<file path="src/rtl/ipv4_packet_tx_param.sv">
// ipv4_packet_tx_param: parametrised IPv4 transmit framer.
// Latches one result message plus addressing and streams an Ethernet II header,
// a 20-byte IPv4 header and the payload over an AXI-S style valid/ready byte bus.
// Optional feature macro: IPV4_TX_MIN_FRAME_PAD_EN (pads short frames to 60 bytes).
module ipv4_packet_tx_param #(
    parameter int          MSG_WIDTH  = 10,
    parameter logic [7:0]  TTL        = 8'h80,
    parameter logic [7:0]  PROTOCOL   = 8'h04,
    parameter logic [15:0] IDENT_INIT = 16'h0
) (
    input  logic                 ACLK,
    input  logic                 ARESET,
    input  logic [31:0]          ACCELERATOR_IP_ADDRESS,
    input  logic [47:0]          ACCELERATOR_MAC_ADDRESS,
    input  logic [31:0]          RECIPIENT_IP_ADDRESS,
    input  logic [47:0]          RECIPIENT_MAC_ADDRESS,
    input  logic [MSG_WIDTH-1:0] RECIPIENT_MESSAGE,
    input  logic                 START_IP_TXN,
    output logic                 READY_FOR_SEND,
    output logic [7:0]           MAC_DATA_OUT,
    input  logic                 MAC_DATA_READY,
    output logic                 MAC_DATA_VALID,
    output logic                 MAC_DATA_FIRST,
    output logic                 MAC_DATA_LAST,
    output logic [15:0]          TX_PACKET_COUNT
);

    localparam int          PB        = (MSG_WIDTH + 7) / 8;
    localparam int          MSG_EXT_W = 8 * PB;
    localparam logic [15:0] TOTAL_LEN = 16'(20 + PB);
    localparam logic [15:0] PB_LAST   = 16'(PB - 1);
`ifdef IPV4_TX_MIN_FRAME_PAD_EN
    localparam int          PAD_BYTES = (34 + PB < 60) ? (26 - PB) : 0;
    localparam logic [15:0] PAD_LAST  = 16'(PAD_BYTES - 1);
`endif

    typedef enum logic [2:0] {
        S_IDLE,
        S_ETH,
        S_IP,
`ifdef IPV4_TX_MIN_FRAME_PAD_EN
        S_PAD,
`endif
        S_PAY
    } state_t;

    state_t                 state, nstate;
    logic [15:0]            cnt, ncnt;
    logic [7:0]             data_r, nbyte;
    logic                   valid_r, first_r, last_r, rfs_r, nlast;
    logic [15:0]            pkt_cnt, ident_r;
    logic [47:0]            dst_mac_r, src_mac_r, dst_mac_sel, src_mac_sel;
    logic [31:0]            dst_ip_r, src_ip_r;
    logic [MSG_WIDTH-1:0]   msg_r;
    logic [MSG_EXT_W-1:0]   msg_ext;
    logic [15:0]            cks_acc, cks_word;
    logic [16:0]            cks_sum;
    logic [3:0]             cks_idx;
    logic [111:0]           eth_hdr;
    logic [159:0]           ip_hdr;

    assign READY_FOR_SEND  = rfs_r;
    assign MAC_DATA_OUT    = data_r;
    assign MAC_DATA_VALID  = valid_r;
    assign MAC_DATA_FIRST  = first_r;
    assign MAC_DATA_LAST   = last_r;
    assign TX_PACKET_COUNT = pkt_cnt;

    // Header word feeding the checksum accumulator this cycle (checksum field counts as zero)
    always_comb begin
        cks_word = '0;
        case (cks_idx)
            4'd0: cks_word = 16'h4500;
            4'd1: cks_word = TOTAL_LEN;
            4'd2: cks_word = ident_r;
            4'd4: cks_word = {TTL, PROTOCOL};
            4'd6: cks_word = src_ip_r[31:16];
            4'd7: cks_word = src_ip_r[15:0];
            4'd8: cks_word = dst_ip_r[31:16];
            4'd9: cks_word = dst_ip_r[15:0];
            default: cks_word = '0;
        endcase
        cks_sum = {1'b0, cks_acc} + {1'b0, cks_word};
    end

    // Next stream position and the byte/LAST flag to register for it.
    // In IDLE only byte 0 is produced, and the MACs are not yet latched, so take them from the ports.
    always_comb begin
        nstate = state;
        ncnt   = cnt + 16'd1;
        case (state)
            S_IDLE: begin nstate = S_ETH; ncnt = '0; end
            S_ETH:  if (cnt == 16'd13) begin nstate = S_IP; ncnt = '0; end
            S_IP:   if (cnt == 16'd19) begin nstate = S_PAY; ncnt = '0; end
`ifdef IPV4_TX_MIN_FRAME_PAD_EN
            S_PAY:  if (cnt == PB_LAST) begin nstate = S_PAD; ncnt = '0; end
            S_PAD:  nstate = S_PAD;
`else
            S_PAY:  if (cnt == PB_LAST) begin nstate = S_IDLE; ncnt = '0; end
`endif
            default: begin nstate = S_IDLE; ncnt = '0; end
        endcase

        dst_mac_sel = (state == S_IDLE) ? RECIPIENT_MAC_ADDRESS : dst_mac_r;
        src_mac_sel = (state == S_IDLE) ? ACCELERATOR_MAC_ADDRESS : src_mac_r;
        eth_hdr = {dst_mac_sel, src_mac_sel, 16'h0800};
        ip_hdr  = {16'h4500, TOTAL_LEN, ident_r, 16'h0000, TTL, PROTOCOL,
                   ~cks_acc, src_ip_r, dst_ip_r};
        msg_ext = MSG_EXT_W'(msg_r);

        nbyte = '0;
        case (nstate)
            S_ETH:   nbyte = eth_hdr[8*(13 - int'(ncnt)) +: 8];
            S_IP:    nbyte = ip_hdr[8*(19 - int'(ncnt)) +: 8];
            S_PAY:   nbyte = msg_ext[8*(PB - 1 - int'(ncnt)) +: 8];
            default: nbyte = '0;
        endcase

`ifdef IPV4_TX_MIN_FRAME_PAD_EN
        nlast = ((nstate == S_PAY) && (ncnt == PB_LAST) && (PAD_BYTES == 0)) ||
                ((nstate == S_PAD) && (ncnt == PAD_LAST));
`else
        nlast = (nstate == S_PAY) && (ncnt == PB_LAST);
`endif
    end

    // Frame sequencer, registered stream outputs, checksum accumulation and counters
    always_ff @(posedge ACLK or posedge ARESET) begin
        if (ARESET) begin
            state     <= S_IDLE;
            cnt       <= '0;
            data_r    <= '0;
            valid_r   <= 1'b0;
            first_r   <= 1'b0;
            last_r    <= 1'b0;
            rfs_r     <= 1'b1;
            pkt_cnt   <= '0;
            ident_r   <= IDENT_INIT;
            dst_mac_r <= '0;
            src_mac_r <= '0;
            dst_ip_r  <= '0;
            src_ip_r  <= '0;
            msg_r     <= '0;
            cks_acc   <= '0;
            cks_idx   <= 4'd10;
        end else begin
            // Fold the end-around carry every cycle so the sum stays 16 bits wide
            if (cks_idx != 4'd10) begin
                cks_acc <= cks_sum[15:0] + {15'd0, cks_sum[16]};
                cks_idx <= cks_idx + 4'd1;
            end

            if (state == S_IDLE) begin
                if (START_IP_TXN) begin
                    dst_mac_r <= RECIPIENT_MAC_ADDRESS;
                    src_mac_r <= ACCELERATOR_MAC_ADDRESS;
                    dst_ip_r  <= RECIPIENT_IP_ADDRESS;
                    src_ip_r  <= ACCELERATOR_IP_ADDRESS;
                    msg_r     <= RECIPIENT_MESSAGE;
                    cks_acc   <= '0;
                    cks_idx   <= '0;
                    state     <= nstate;
                    cnt       <= ncnt;
                    data_r    <= nbyte;
                    valid_r   <= 1'b1;
                    first_r   <= 1'b1;
                    last_r    <= nlast;
                    rfs_r     <= 1'b0;
                end
            end else if (valid_r && MAC_DATA_READY) begin
                if (last_r) begin
                    state   <= S_IDLE;
                    cnt     <= '0;
                    valid_r <= 1'b0;
                    first_r <= 1'b0;
                    last_r  <= 1'b0;
                    rfs_r   <= 1'b1;
                    ident_r <= ident_r + 16'd1;
                    pkt_cnt <= pkt_cnt + 16'd1;
                end else begin
                    state   <= nstate;
                    cnt     <= ncnt;
                    data_r  <= nbyte;
                    first_r <= 1'b0;
                    last_r  <= nlast;
                end
            end
        end
    end

endmodule

</file>
<file path="config.mk">
export PLATFORM = sky130hd
export DESIGN_NAME = ipv4_packet_tx_param
export DESIGN_NICKNAME = d
export VERILOG_FILES = /design/src/rtl/ipv4_packet_tx_param.sv
export SDC_FILE = /design/constraint.sdc
export NUM_CORES = 1
export LEC_CHECK = 0
export ABC_AREA = 1
export CORE_MARGIN = 4
export CORE_UTILIZATION = 50
export CTS_BUF_LIST = sky130_fd_sc_hd__clkbuf_16
export CTS_CLUSTER_SIZE = 8
export DETAILED_ROUTE_END_ITERATION = 8
export PLACE_DENSITY = 0.73
export SLEW_MARGIN = 10
export SYNTH_ARGS = -nofsm -noshare
export SYNTH_HDL_FRONTEND = slang
export SYNTH_SLANG_ARGS = --single-unit
</file>
<file path="constraint.sdc">
create_clock -name ACLK -period 12.33 [get_ports ACLK]
set_input_delay 1.233 -clock ACLK [delete_from_list [all_inputs] [get_ports ACLK]]
set_output_delay 1.233 -clock ACLK [all_outputs]
set_load 0.05 [all_outputs]
</file>
==> reports/summary.txt <==
area delta synth->final: 20.60%
CTS Root Cell: clkbuf_16
initial antenna violation count: 0
pin count of the biggest net entering global routing: 169
warnings from Yosys: 0
Worst Path Arrival: 5.72 ns
Setup WS pre-CTS: 7.014 ns
Worst Hold Class: register to register
vias in the first global route: 14890
Vias/cell: 5.577
Final Total Pwr: 4.576 mW
Logic pwr share: 48.6%
Lkg Pwr: 9.410 nW
Resize count post-CTS: 0
register clock-pin slew on the reported worst setup and hold paths: 0.05 ns
CTS tree: yes
Clock Sink Count: 253
Power Dens Cells: 242.6 nW/um^2
Hold Path Stages: 2
CTS Hold Bufs: 0
P_sw: 2.145 mW
DR DRC count: 0
Final GP Congestion: 0.9856
worst rel slew slack: 23.83%
initial core utilization: 50.87%
Core Area: 30750 um^2
crit path max-delay cell type: nor2_1
Synthesized Nets: 2437
VDD IR max: 0.1557 mV
filler instances: 2838
Critical Path Sink Type: register
critical setup path kind: register to register
Required @ worst endpoint: 12.75 ns
worst hold margin: 0.4629 ns
CTS buffer count: 38
Skew-Pair Late Insertion Delay: 0.54 ns
GRT Util Overall: 29.83%
minimum clock period after layout: 5.302 ns
layout cells sized above 1: 4.057%
Die ar.: 34180 um^2
clock share of power: 20.4%
postcts setup bufs: 0
max incr delay on CP: 0.84 ns
Setup Viol. Count Final: 0
fin area: 18870 um^2
post-route setup slack: 7.028 ns
flops & latches, synth: 253
clock buffer depth: 3
hpwl dp: 36.92 mm
cells after synthesis: 2231
starting DRC count in detailed routing: 1481
# diodes: 0
num rows: 64
post-synth cell types: 50
setup TNS: 0 ns
status: finished clean
Die W: 184.9 um
area post-placement: 17800 um^2
CP most frequent cell: nand2_1
IO Pins: 202
fmax: 188.6 MHz
sequential share of the synthesized area: 40.49%
Pre-antenna DRT Iters: 6
Final Cycle Share: 43.00%
first-pass GRT wire length: 81.25 mm
unrepaired setup endpoints after global routing: no
sw frac: 46.86%
startpoint types: register
post-route ant nets: 0
Routed WL: 51.17 mm
worst slew pin tran: 1.143 ns
fin nets: 2583
WL per Instance: 18.36 um
routed via count: 15540
Seq pwr share: 31.0%
height of the chip: 184.9 um
internal power: 2.432 mW
Mean Syn Cell Area: 7.012 um^2
Hold Fails Final Rpt: 0
H-tree Lvls: 2
total grt overflow: 0
Max Cap Viol: 0
Slew Limit Fails: 0
Reg2Reg Depth: 28
skew final: 0.01644 ns
Mapped Area: 15640 um^2
PortBufs: 201
crit-path max FO: 15
-- metal layers --
layer | wire length, um | GRT usage, % | share of wire, %
met5 | 0 | 0 | 0
met4 | 1325 | 8.103 | 2.6
met3 | 4577 | 6.500 | 8.9
met2 | 22500 | 44.71 | 44
met1 | 22770 | 43.99 | 44
-- registers in the layout, indices dropped and copies added, names as in the netlist --
signal and cells:
cks_idx 4, dst_ip_r 32, READY_FOR_SEND 1, dst_mac_r 48
src_ip_r 32, state 3, MAC_DATA_FIRST 1, MAC_DATA_VALID 1
TX_PACKET_COUNT 16, msg_r 10, ident_r 16, cnt 16
cks_acc 16, MAC_DATA_OUT 8, MAC_DATA_LAST 1, src_mac_r 48
-- path summary, 6_finish.rpt --
check	start	slack [ns]	to
worst min-delay path	READY_FOR_SEND$_DFFE_PP1P_	0.46	READY_FOR_SEND$_DFFE_PP1P_
worst min register to register	READY_FOR_SEND$_DFFE_PP1P_	0.46	READY_FOR_SEND$_DFFE_PP1P_
max in group asynchronous	ARESET	9.53	TX_PACKET_COUNT[7]$_DFFE_PP0P_
min in group asynchronous	ARESET	1.30	src_mac_r[12]$_DFFE_PP0P_
worst max-delay path	cks_idx[3]$_DFF_PP1_	7.03	cks_acc[11]$_DFF_PP0_
worst max register to register	cks_idx[3]$_DFF_PP1_	7.03	cks_acc[11]$_DFF_PP0_
-- power groups by stage --
| stage | registers [mW] | logic (mW) | clock network [mW] |
|---|---|---|---|
| after floorplan | 1.36 | 1.56 | 0 |
| after global placement | 1.40 | 2.15 | 0 |
| after detailed placement | 1.41 | 2.20 | 0 |
| after CTS | 1.41 | 2.21 | 0.953 |
| after global routing | 1.45 | 2.51 | 0.991 |
| final | 1.42 | 2.22 | 0.935 |
-- cell usage in the layout, fill, tap and decap left out, types with 3 or more instances in the layout --
cell / count
inv_1: 276
nand2_1: 737
o22ai_1: 21
ha_1: 31
nand3_2: 3
a21o_1: 3
clkbuf_16: 38
nor3_1: 12
a21oi_1: 37
nor2_4: 5
nor3b_1: 3
a221oi_1: 16
clkdlybuf4s50_1: 201
inv_2: 7
xnor2_1: 14
nand4_1: 24
clkinv_1: 5
nor2_1: 117
o21ai_0: 262
nand2_2: 6
nor4_1: 6
nor2_2: 6
nand3_1: 152
a22o_1: 6
buf_4: 13
a211oi_1: 9
dfrtp_1: 250
xor2_1: 38
o21ai_1: 5
dfstp_2: 3
o211ai_1: 48
o2111ai_1: 5
-- area by class of cell --
cell class | count | area [um^2] | area share (%)
Clock buffer | 38 | 950.9 | 5.040
Multi-Input combinational cell | 1590 | 7797 | 41.33
Sequential cell | 253 | 6335 | 33.58
Timing Repair Buffer | 214 | 2110 | 11.18
Clock inverter | 16 | 112.6 | 0.5969
Tap cell | 396 | 495.5 | 2.626
Inverter | 280 | 1066 | 5.650
-- synthesized netlist by cell type, drive strengths merged --
| cell | n | area share [%] |
|---|---|---|
| dfstp | 3 | 0.50 |
| nor3 | 14 | 0.55 |
| or2 | 3 | 0.12 |
| clkbuf | 74 | 1.8 |
| nand3 | 155 | 5.1 |
| a221oi | 16 | 0.90 |
| a21oi | 37 | 1.2 |
| a211oi | 9 | 0.43 |
| nand4 | 24 | 0.96 |
| o211ai | 48 | 2.3 |
| and3 | 1 | 0.040 |
| dfrtp | 250 | 40 |
| a21boi | 3 | 0.14 |
| o21a | 2 | 0.096 |
| o21ai | 268 | 8.6 |
| o31ai | 2 | 0.096 |
| clkinv | 4 | 0.096 |
| nand2 | 743 | 18 |
| nor4 | 8 | 0.40 |
| inv | 276 | 6.6 |
| xor2 | 39 | 2.2 |
| nand3b | 2 | 0.096 |
| buf | 34 | 1.2 |
| o2111ai | 5 | 0.28 |
| nor2 | 128 | 3.4 |
| a21o | 3 | 0.14 |
| a22o | 6 | 0.34 |
| xnor2 | 14 | 0.78 |
| o22ai | 21 | 0.84 |
| or3 | 1 | 0.040 |
| ha | 31 | 2.5 |
| nor3b | 3 | 0.14 |
| a31oi | 1 | 0.040 |
| o21bai | 2 | 0.096 |
| fa | 1 | 0.13 |
-- critical path: cells and delay by family (launching register included) --
kind	cells	cell delay, ns
simple gates	12	2.61
xor+xnor	1	0.10
flops	1	0.53
fa+ha+maj	3	0.64
buf+inv	3	0.17
compound gates	9	1.12
-- metrics by stage --
stage / util [%] / cells
final: 61.36 / 2787
after floorplan: - / 2231
after CTS: 61.36 / 2787
after global placement: 57.90 / 2733
after global routing: 61.36 / 2787
after detailed placement: 57.90 / 2733
-- logic make-up (layout without fill, tap and decap cells) --
| family | count (synthesis) | after routing | synth area share [%] |
|---|---|---|---|
| compound gates | 423 | 423 | 15.48 |
| xor+xnor | 53 | 53 | 3.015 |
| buf+inv | 388 | 548 | 9.662 |
| flops | 253 | 253 | 40.49 |
| fa+ha+maj | 32 | 32 | 2.607 |
| simple gates | 1082 | 1082 | 28.74 |
Power figures use the tool's default switching activity.
